<file path="config.mk">
export PLATFORM = sky130hd
export DESIGN_NAME = reg_file_sb
export DESIGN_NICKNAME = d
export VERILOG_FILES = /design/src/rtl/reg_file_sb_pkg.sv /design/src/rtl/reg_read_port.sv /design/src/rtl/reg_file_sb.sv
export SDC_FILE = /design/constraint.sdc
export NUM_CORES = 2
export LEC_CHECK = 0
export CAP_MARGIN = 20
export CORE_UTILIZATION = 28
export DETAILED_ROUTE_END_ITERATION = 6
export SLEW_MARGIN = 0
export SYNTH_ARGS = -nofsm -noshare
export SYNTH_HDL_FRONTEND = slang
export SYNTH_SLANG_ARGS = --single-unit
</file>
<file path="constraint.sdc">
create_clock -name clk -period 3.1 [get_ports clk]
set_clock_uncertainty 0.1 [all_clocks]
set_input_delay 0.62 -clock clk [delete_from_list [all_inputs] [get_ports clk]]
set_output_delay 0.62 -clock clk [all_outputs]
set_load 0.005 [all_outputs]
</file>
<file path="src/rtl/reg_file_sb_pkg.sv">
// Shared defaults for the integer register file and its pending-write scoreboard.
package reg_file_sb_pkg;

  localparam int DEF_DATA_WIDTH = 32;
  localparam int DEF_ADDR_WIDTH = 5;
  localparam int DEF_NUM_REGS   = 32;

  localparam logic [DEF_ADDR_WIDTH-1:0] REG_X0 = '0;

endpackage

</file>
<file path="src/rtl/reg_read_port.sv">
// One combinational read port: x0 forcing, same-cycle writeback bypass and busy masking.
module reg_read_port
  import reg_file_sb_pkg::*;
#(
  parameter int DATA_WIDTH = DEF_DATA_WIDTH,
  parameter int ADDR_WIDTH = DEF_ADDR_WIDTH,
  parameter int NUM_REGS   = DEF_NUM_REGS
) (
  input  logic [ADDR_WIDTH-1:0]                 addr,
  input  logic [NUM_REGS-1:0][DATA_WIDTH-1:0]   regs,
  input  logic [NUM_REGS-1:0]                   busy,
  input  logic                                  wb_valid,
  input  logic [ADDR_WIDTH-1:0]                 wb_rd,
  input  logic [DATA_WIDTH-1:0]                 wb_data,
  output logic [DATA_WIDTH-1:0]                 rd_data,
  output logic                                  rd_busy
);

  logic wb_hit;

  always_comb begin
    wb_hit  = wb_valid && (wb_rd == addr);
    rd_data = '0;
    rd_busy = 1'b0;
    if (addr != ADDR_WIDTH'(REG_X0)) begin
      rd_data = wb_hit ? wb_data : regs[addr];
      // A writeback landing this cycle retires the producer the reader waits on.
      rd_busy = busy[addr] & ~wb_hit;
    end
  end

endmodule

</file>
<file path="src/rtl/reg_file_sb.sv">
// Integer register file x0..x31 with per-register pending-write scoreboard for issue stalls.
module reg_file_sb
  import reg_file_sb_pkg::*;
#(
  parameter int DATA_WIDTH = DEF_DATA_WIDTH,
  parameter int ADDR_WIDTH = DEF_ADDR_WIDTH,
  parameter int NUM_REGS   = DEF_NUM_REGS
) (
  input  logic                  clk,
  input  logic                  rst_n,
  input  logic [ADDR_WIDTH-1:0] rs1_addr,
  input  logic [ADDR_WIDTH-1:0] rs2_addr,
  output logic [DATA_WIDTH-1:0] rs1_data,
  output logic [DATA_WIDTH-1:0] rs2_data,
  output logic                  rs1_busy,
  output logic                  rs2_busy,
  input  logic                  issue_valid,
  input  logic [ADDR_WIDTH-1:0] issue_rd,
  output logic                  issue_ready,
  input  logic                  wb_valid,
  input  logic [ADDR_WIDTH-1:0] wb_rd,
  input  logic [DATA_WIDTH-1:0] wb_data
);

  logic [DATA_WIDTH-1:0]               reg_q [1:NUM_REGS-1];
  logic [NUM_REGS-1:1]                 busy_q;
  logic [NUM_REGS-1:0][DATA_WIDTH-1:0] regs_view;
  logic [NUM_REGS-1:0]                 busy_view;

  // x0 has no storage; it appears as a constant zero entry in the read views.
  always_comb begin
    regs_view[0] = '0;
    busy_view[0] = 1'b0;
    for (int i = 1; i < NUM_REGS; i++) begin
      regs_view[i] = reg_q[i];
      busy_view[i] = busy_q[i];
    end
  end

  assign issue_ready = (issue_rd == ADDR_WIDTH'(REG_X0))
                     || !busy_view[issue_rd]
                     || (wb_valid && (wb_rd == issue_rd));

  always_ff @(posedge clk or negedge rst_n) begin
    if (!rst_n) begin
      for (int i = 1; i < NUM_REGS; i++) begin
        reg_q[i] <= '0;
      end
      busy_q <= '0;
    end else begin
      for (int i = 1; i < NUM_REGS; i++) begin
        if (wb_valid && (wb_rd == ADDR_WIDTH'(i))) begin
          reg_q[i] <= wb_data;
        end
        // A new producer supersedes one retiring in the same cycle.
        if (issue_valid && issue_ready && (issue_rd == ADDR_WIDTH'(i))) begin
          busy_q[i] <= 1'b1;
        end else if (wb_valid && (wb_rd == ADDR_WIDTH'(i))) begin
          busy_q[i] <= 1'b0;
        end
      end
    end
  end

  reg_read_port #(
    .DATA_WIDTH (DATA_WIDTH),
    .ADDR_WIDTH (ADDR_WIDTH),
    .NUM_REGS   (NUM_REGS)
  ) u_rs1_port (
    .addr     (rs1_addr),
    .regs     (regs_view),
    .busy     (busy_view),
    .wb_valid (wb_valid),
    .wb_rd    (wb_rd),
    .wb_data  (wb_data),
    .rd_data  (rs1_data),
    .rd_busy  (rs1_busy)
  );

  reg_read_port #(
    .DATA_WIDTH (DATA_WIDTH),
    .ADDR_WIDTH (ADDR_WIDTH),
    .NUM_REGS   (NUM_REGS)
  ) u_rs2_port (
    .addr     (rs2_addr),
    .regs     (regs_view),
    .busy     (busy_view),
    .wb_valid (wb_valid),
    .wb_rd    (wb_rd),
    .wb_data  (wb_data),
    .rd_data  (rs2_data),
    .rd_busy  (rs2_busy)
  );

endmodule

</file>
# Word-level counts from Yosys, hierarchy flattened
# Index checks and enable logic that the tools add are counted.
word_totals:
  register_bits: 1023
  output_inout_bits: 67
  word_cells: 315
classes:
  order_cmp: 3
  eq_ne: 65
  muxes: 78
  n_bitwise: 4
  n_reduce_logical: 103
ops:
  columns: ["cell", "count"]
  rows:
  - ["$bmux W32 S5", 2]
  - ["$mux W32", 6]
  - ["$eq A5 B5 Y1 const B", 32]
  - ["$eq A5 B4 Y1 const B", 16]
  - ["$mux W1", 67]
  - ["$logic_and A1 B1 Y1", 66]
  - ["$reduce_bool A2 Y1", 31]
  - ["$eq A5 B3 Y1 const B", 8]
  - ["$eq A5 B2 Y1 const B", 4]
  - ["$lt A5 B6 Y1 const B", 3]
  - ["$bmux W1 S5", 3]
  - ["$eq A5 B5 Y1", 3]
  - ["$eq A5 B1 Y1 const B", 2]
  - ["$reduce_bool A5 Y1", 2]
  - ["$logic_not A5 Y1", 1]
  - ["$and A1 B1 Y1", 2]
  - ["$logic_or A1 B1 Y1", 2]
  - ["$not A1 Y1", 2]
  - ["$logic_not A1 Y1", 1]

# Longest topological paths before layout
logic_depth:
  ltp_word: 8
  depth_mapped: 10

# Cells and area by module
# From an unflattened synthesis, not the netlist that was laid out.
unflattened:
  cells_unflattened: 4019
  area_unflattened_um2: 56955.9
by_module_without_submodules:
  columns: ["mod", "instances", "cells_each", "area_per_inst_um2", "seq_area_each_um2"]
  rows:
  - ["reg_file_sb", 1, 2419, 38966.1, 25599.6]
  - ["reg_read_port", 2, 800, 8994.9, 0.0]

# Least setup slack after synthesis
# OpenSTA, ideal clock, no wires.
synth_timing:
  kind: "input to output"
  from: "input rs1_addr[3]"
  to: "output rs1_data[10]"
  arrival_ns: 2.274
  required_time_ns: 2.380
  path_slack_ns: 0.106
  cell_stages: 7
  path_buffers: 3
  cell_sequence: "buf_2 > buf_2 > clkbuf_1 > mux4_2 > mux4_2 > nand3_1 > nand3_1"
synth_via:
  elab_chain_len: 4
synth_lines:
  columns: ["item", "line", "source"]
  rows:
  - ["start: declaration", "reg_file_sb.sv:11", "input logic [ADDR_WIDTH-1:0] rs1_addr,"]
  - ["$bmux W32 S5 / $eq A5 B5 Y1 (equally long branches)", "reg_read_port.sv:26, reg_read_port.sv:22", null]
  - ["$mux W32 (not written as such) / $logic_and A1 B1 Y1 (equally long branches)", "reg_read_port.sv:26, reg_read_port.sv:22", null]
  - ["$mux W32", "reg_read_port.sv:26", "rd_data = wb_hit ? wb_data : regs[addr];"]
  - ["$mux W32 (*)", "reg_read_port.sv:25", "if (addr != ADDR_WIDTH'(REG_X0)) begin"]
  - ["end: declaration", "reg_file_sb.sv:13", "output logic [DATA_WIDTH-1:0] rs1_data,"]
# Mark *: on every way between the ends. The rest lies on a longest branch, timed or not. The select of a mux whose other input is x is not followed.

# Worst setup path after layout
layout_timing:
  from: "register reg_q[734] (netlist name)"
  to: "output rs2_data[30]"
layout_via:
  elab_chain_len: 4
layout_lines:
  columns: ["item", "line", "source"]
  rows:
  - ["start: declaration", "reg_file_sb.sv:25", "logic [DATA_WIDTH-1:0] reg_q [1:NUM_REGS-1];"]
  - ["start signal: indexed assignment", "reg_file_sb.sv:53", "reg_q[i] <= wb_data;"]
  - ["$bmux W32 S5", "reg_read_port.sv:26", null]
  - ["$mux W32 (not written as such)", "reg_read_port.sv:26", null]
  - ["$mux W32", "reg_read_port.sv:26", null]
  - ["$mux W32", "reg_read_port.sv:25", null]
  - ["end: declaration", "reg_file_sb.sv:14", "output logic [DATA_WIDTH-1:0] rs2_data,"]
# Every way passes these cells. The select of a mux whose other input is x is not followed.

==> results.txt <==
The first-pass iteration count of the detailed router is 7. The power density normalized to cell area is 587 nW/um^2. The clock tree from TritonCTS is built. By startpoint and endpoint, the worst setup path is classified as reg2out.

Max-cap violations in this run came to 0. The total congestion overflow came out at 0. The clock insertion delay at the later pin of the skew report came out at 0.72 ns. Once routing completed, OpenROAD measured the worst setup slack at -0.337 ns. The first-iteration detailed-routing DRC count is 3,605.

The fraction of met3 tracks used by global routing is 3.04%. The number of unique standard cell types used by synthesis came out at 58. CTS built an H-tree with a depth of 3. The net count of the finished layout is 4,389.

The endpoint identified for the worst register-to-register timing path is busy_q[18]. The sum of negative setup slack came out at -11.55 ns. The count of buffers added on input and output ports is 122. The width of the chip came out at 449 um. The number of global-route vias before repair came out at 41.6k. The number of nets in the synthesized netlist came out at 3,805. The worst slack after detailed placement is -1.38 ns.

The worst setup path is launched from a register. The async set or reset register ratio after synthesis came out at 100%. The cell depth of the worst flop-to-flop path came out at 8.

In this run the worst hold path is classified as in2async. After detailed routing, the total wire length is 210,000 um. The critical path ends at rs2_data[30]. The number of top-level pins came out at 123. The filler cells instantiated in the layout total 18.4k. Clock tree synthesis inserted a total of 102 buffers.

The met1 usage in global routing came out at 25.0%. The share of synthesized area occupied by flip-flops and latches came out at 45.7%. Dividing the detail-routed via count by the number of cells gives 5.56. The launching point of the worst reg2reg path is busy_q[27]. The initial antenna violation count is 5. The final reports fail on DRC, setup timing. In this run the most used layer during global routing was met2.

The highest achievable clock rate is 0.291 GHz. After synthesis the netlist holds a flip-flop and latch count of 1,023. The global-route wire length before repair is 304,000 um. The final weighted congestion of routability-driven global placement came out at 0.940. The die height came out at 449 um. The number of rows in the core area is 163.

The endpoint required time on the critical path is 2.38 ns. The final critical path time including I/O delays and setup is 3.44 ns. The tree is rooted in a sky130_fd_sc_hd__clkbuf_16. The number of slew-limit violations in the final report is 0. The number of enable-type register cells in the synthesized netlist is 0.

The initial cell density of the core is 28.3%. Along the worst path, the maximum fanout reaches 2. Data on the critical path arrives at its endpoint at 2.72 ns. STA classifies the critical path endpoint as a primary output. The synthesized instance count came out at 3,749. The overall power after layout came out at 42.8 mW. The die area came out at 202,000 sq um.

The launching element of the worst setup path is reg_q[734]. Setup repair after global routing could not meet its margin everywhere. The final-report hold violation count is 0.

The count of antenna-violating nets left after detailed routing came out at 0. The maximum buffer depth of the clock tree came out at 3. The register clock-pin slew on the reported worst setup and hold paths came out at 0.06 ns.

The flow ran to the end, but the final reports show violations. The worst ir drop on vdd is 419 uV. The relative slew slack is 39.6%. The final-layout worst hold slack is 0.331 ns. The met2 usage in global routing is 33.7%. The worst register-to-register path has a setup slack of 1.02 ns. The number of remaining DRC errors is 6. The total setup violations reported at the end of the flow is 65. The share of cells above drive strength 1 came out at 65.7%. The area of the mapped netlist is 56,000 sq um. The measured slew at the worst slew-check pin is 0.905 ns. The number of clock sinks came out at 1,023. The wire length per cell after detailed routing came out at 29.7 um. The number of warnings printed during yosys synthesis is 0. The finished cells cover 73,000 sq um. The final critical-path share of the clock period came out at 111%.

The mean area per synthesized cell is 14.9 sq um. The detailed-route via count is 39.3k. The HPWL after detailed placement came out at 140,000 um. Summed over all cells, the static leakage comes to 31.2 nW. Entering global routing, the biggest net connects 101 pins.

The placed cell area came out at 65,400 sq um. The total area inside the core boundary comes to 198,000 sq um. The combined global-route utilization of all metal layers came out at 20.4%. Among all flip-flop cells after synthesis, the most frequent one is sky130_fd_sc_hd__dfrtp_1. Compared with the post-synthesis result, the final layout area differs by 30.3%.
-- worst min-delay path by stage --
stage	cells past startpoint	slack, ns	start	to
3_5_place_dp	1	0.41	reg_q[677]	reg_q[677]
3_3_place_gp	1	0.40	reg_q[710]	reg_q[710]
4_1_cts	2	0.31	rst_n	reg_q[234]
6_report	2	0.33	rst_n	reg_q[394]
2_1_floorplan	0	0.22	rst_n	busy_q[10]
5_1_grt	2	0.36	rst_n	reg_q[394]
-- cells in the mapped netlist (all sizes together) (15+ instances only) --
library cell / instances / area, sq um
a21oi: 40 / 200
mux2i: 74 / 741
o21ai: 49 / 253
nand3: 41 / 205
mux2: 1064 / 12000
mux4: 511 / 11500
o41ai: 18 / 293
o22ai: 71 / 444
a2111oi: 17 / 159
dfrtp: 1023 / 25600
nand2: 106 / 400
a221oi: 35 / 307
a32o: 15 / 150
clkbuf: 165 / 619
a22o: 29 / 254
nor2: 81 / 307
buf: 248 / 1410
inv: 31 / 116
-- report_power, final --
group	total (mW)	internal, mW	switching [mW]	leakage [nW]
clock network	13.8	8.03	5.73	1.82
registers	17.9	16.0	1.96	13.1
logic	11.1	6.57	4.55	16.3
total	42.8	30.6	12.2	31.2
-- placed cells by master (no fill, tap or decap), types with 16 or more instances in the layout --
master / netlist / routed
sky130_fd_sc_hd__mux2_2: 1059 / 1059
sky130_fd_sc_hd__dfrtp_1: 1023 / 1023
sky130_fd_sc_hd__mux4_2: 511 / 511
sky130_fd_sc_hd__buf_4: 39 / 482
sky130_fd_sc_hd__buf_12: 0 / 180
sky130_fd_sc_hd__clkbuf_16: 0 / 114
sky130_fd_sc_hd__nand2_1: 105 / 78
sky130_fd_sc_hd__buf_6: 17 / 66
sky130_fd_sc_hd__o22ai_1: 71 / 59
sky130_fd_sc_hd__buf_2: 146 / 57
sky130_fd_sc_hd__mux2i_1: 74 / 45
sky130_fd_sc_hd__clkdlybuf4s50_1: 0 / 36
sky130_fd_sc_hd__nor2_1: 80 / 34
sky130_fd_sc_hd__buf_16: 0 / 33
sky130_fd_sc_hd__a22o_1: 29 / 29
sky130_fd_sc_hd__nor2_4: 0 / 27
sky130_fd_sc_hd__a221oi_1: 35 / 26
sky130_fd_sc_hd__inv_1: 31 / 26
sky130_fd_sc_hd__clkinv_2: 0 / 25
sky130_fd_sc_hd__nand3_2: 0 / 23
sky130_fd_sc_hd__clkbuf_8: 0 / 23
sky130_fd_sc_hd__nand2_2: 1 / 22
sky130_fd_sc_hd__nor2_2: 1 / 20
sky130_fd_sc_hd__a21oi_2: 0 / 20
sky130_fd_sc_hd__buf_8: 2 / 19
sky130_fd_sc_hd__mux2i_2: 0 / 16
sky130_fd_sc_hd__nand3_1: 41 / 16
sky130_fd_sc_hd__bufinv_16: 0 / 16
-- cells by family (layout without fill, tap and decap cells) --
| logic type | Yosys count | after routing | share of synthesized area (%) |
|---|---|---|---|
| AOI/OAI and AO/OA | 310 | 310 | 4.28 |
| xor gates and xnor gates | 15 | 15 | 0.235 |
| buffers and inverters | 445 | 1114 | 3.84 |
| DFF | 1023 | 1023 | 45.7 |
| muxes | 1649 | 1649 | 43.3 |
| other | 0 | 2 | 0 |
| and+or+nand+nor | 307 | 307 | 2.59 |
-- registers in the layout (all words and copies together) (netlist names) --
signal / flops
reg_q: 992
busy_q: 31
-- metal layers --
layer / part of all wire (%) / wire [um]
met3: 5.9 / 12400
met5: 0.015 / 31
met2: 48 / 101000
met4: 7.4 / 15500
met1: 38 / 80400
-- cell type report --
cell class	instances	area [sq um]	area share [%]
repair buffers	893	10300	14.1
clock inverters	49	694	0.952
well taps	2640	3300	4.53
multi-input cells	2281	30000	41.1
diodes	2	5.00	0.00686
clock buffers	140	2970	4.07
flip-flops and latches	1023	25600	35.1
inverters	32	120	0.165
-- through the flow --
stage               utilization [%]  cells
CTS                            36.3   7016
global route                   36.8   7059
detailed placement             33.0   6719
finish                         36.8   7060
floorplan                         -   3749
global placement               33.0   6716
-- critical path, cell delays in order, from the launching register on --
cell and delay, ns:
sky130_fd_sc_hd__dfrtp_1 0.40, sky130_fd_sc_hd__buf_6 0.12, sky130_fd_sc_hd__mux4_2 0.44, sky130_fd_sc_hd__mux2_4 0.30, sky130_fd_sc_hd__a211oi_4 0.37, sky130_fd_sc_hd__o21ai_2 0.11, sky130_fd_sc_hd__buf_6 0.15, sky130_fd_sc_hd__buf_6 0.11
-- repair_timing --
| item | 4_1_cts | 5_1_grt |
|---|---|---|
| gates cloned | 25 | 10 |
| gates resized for setup | 652 | 169 |
| buffers inserted | 98 | 57 |
| hold endpoints to repair | 22 | 0 |
| pin swaps | 109 | 90 |
| endpoints found under the setup margin | 67 | 67 |
| hold buffers | 1 | 0 |
No activity file was read; power rests on OpenSTA's default activity.
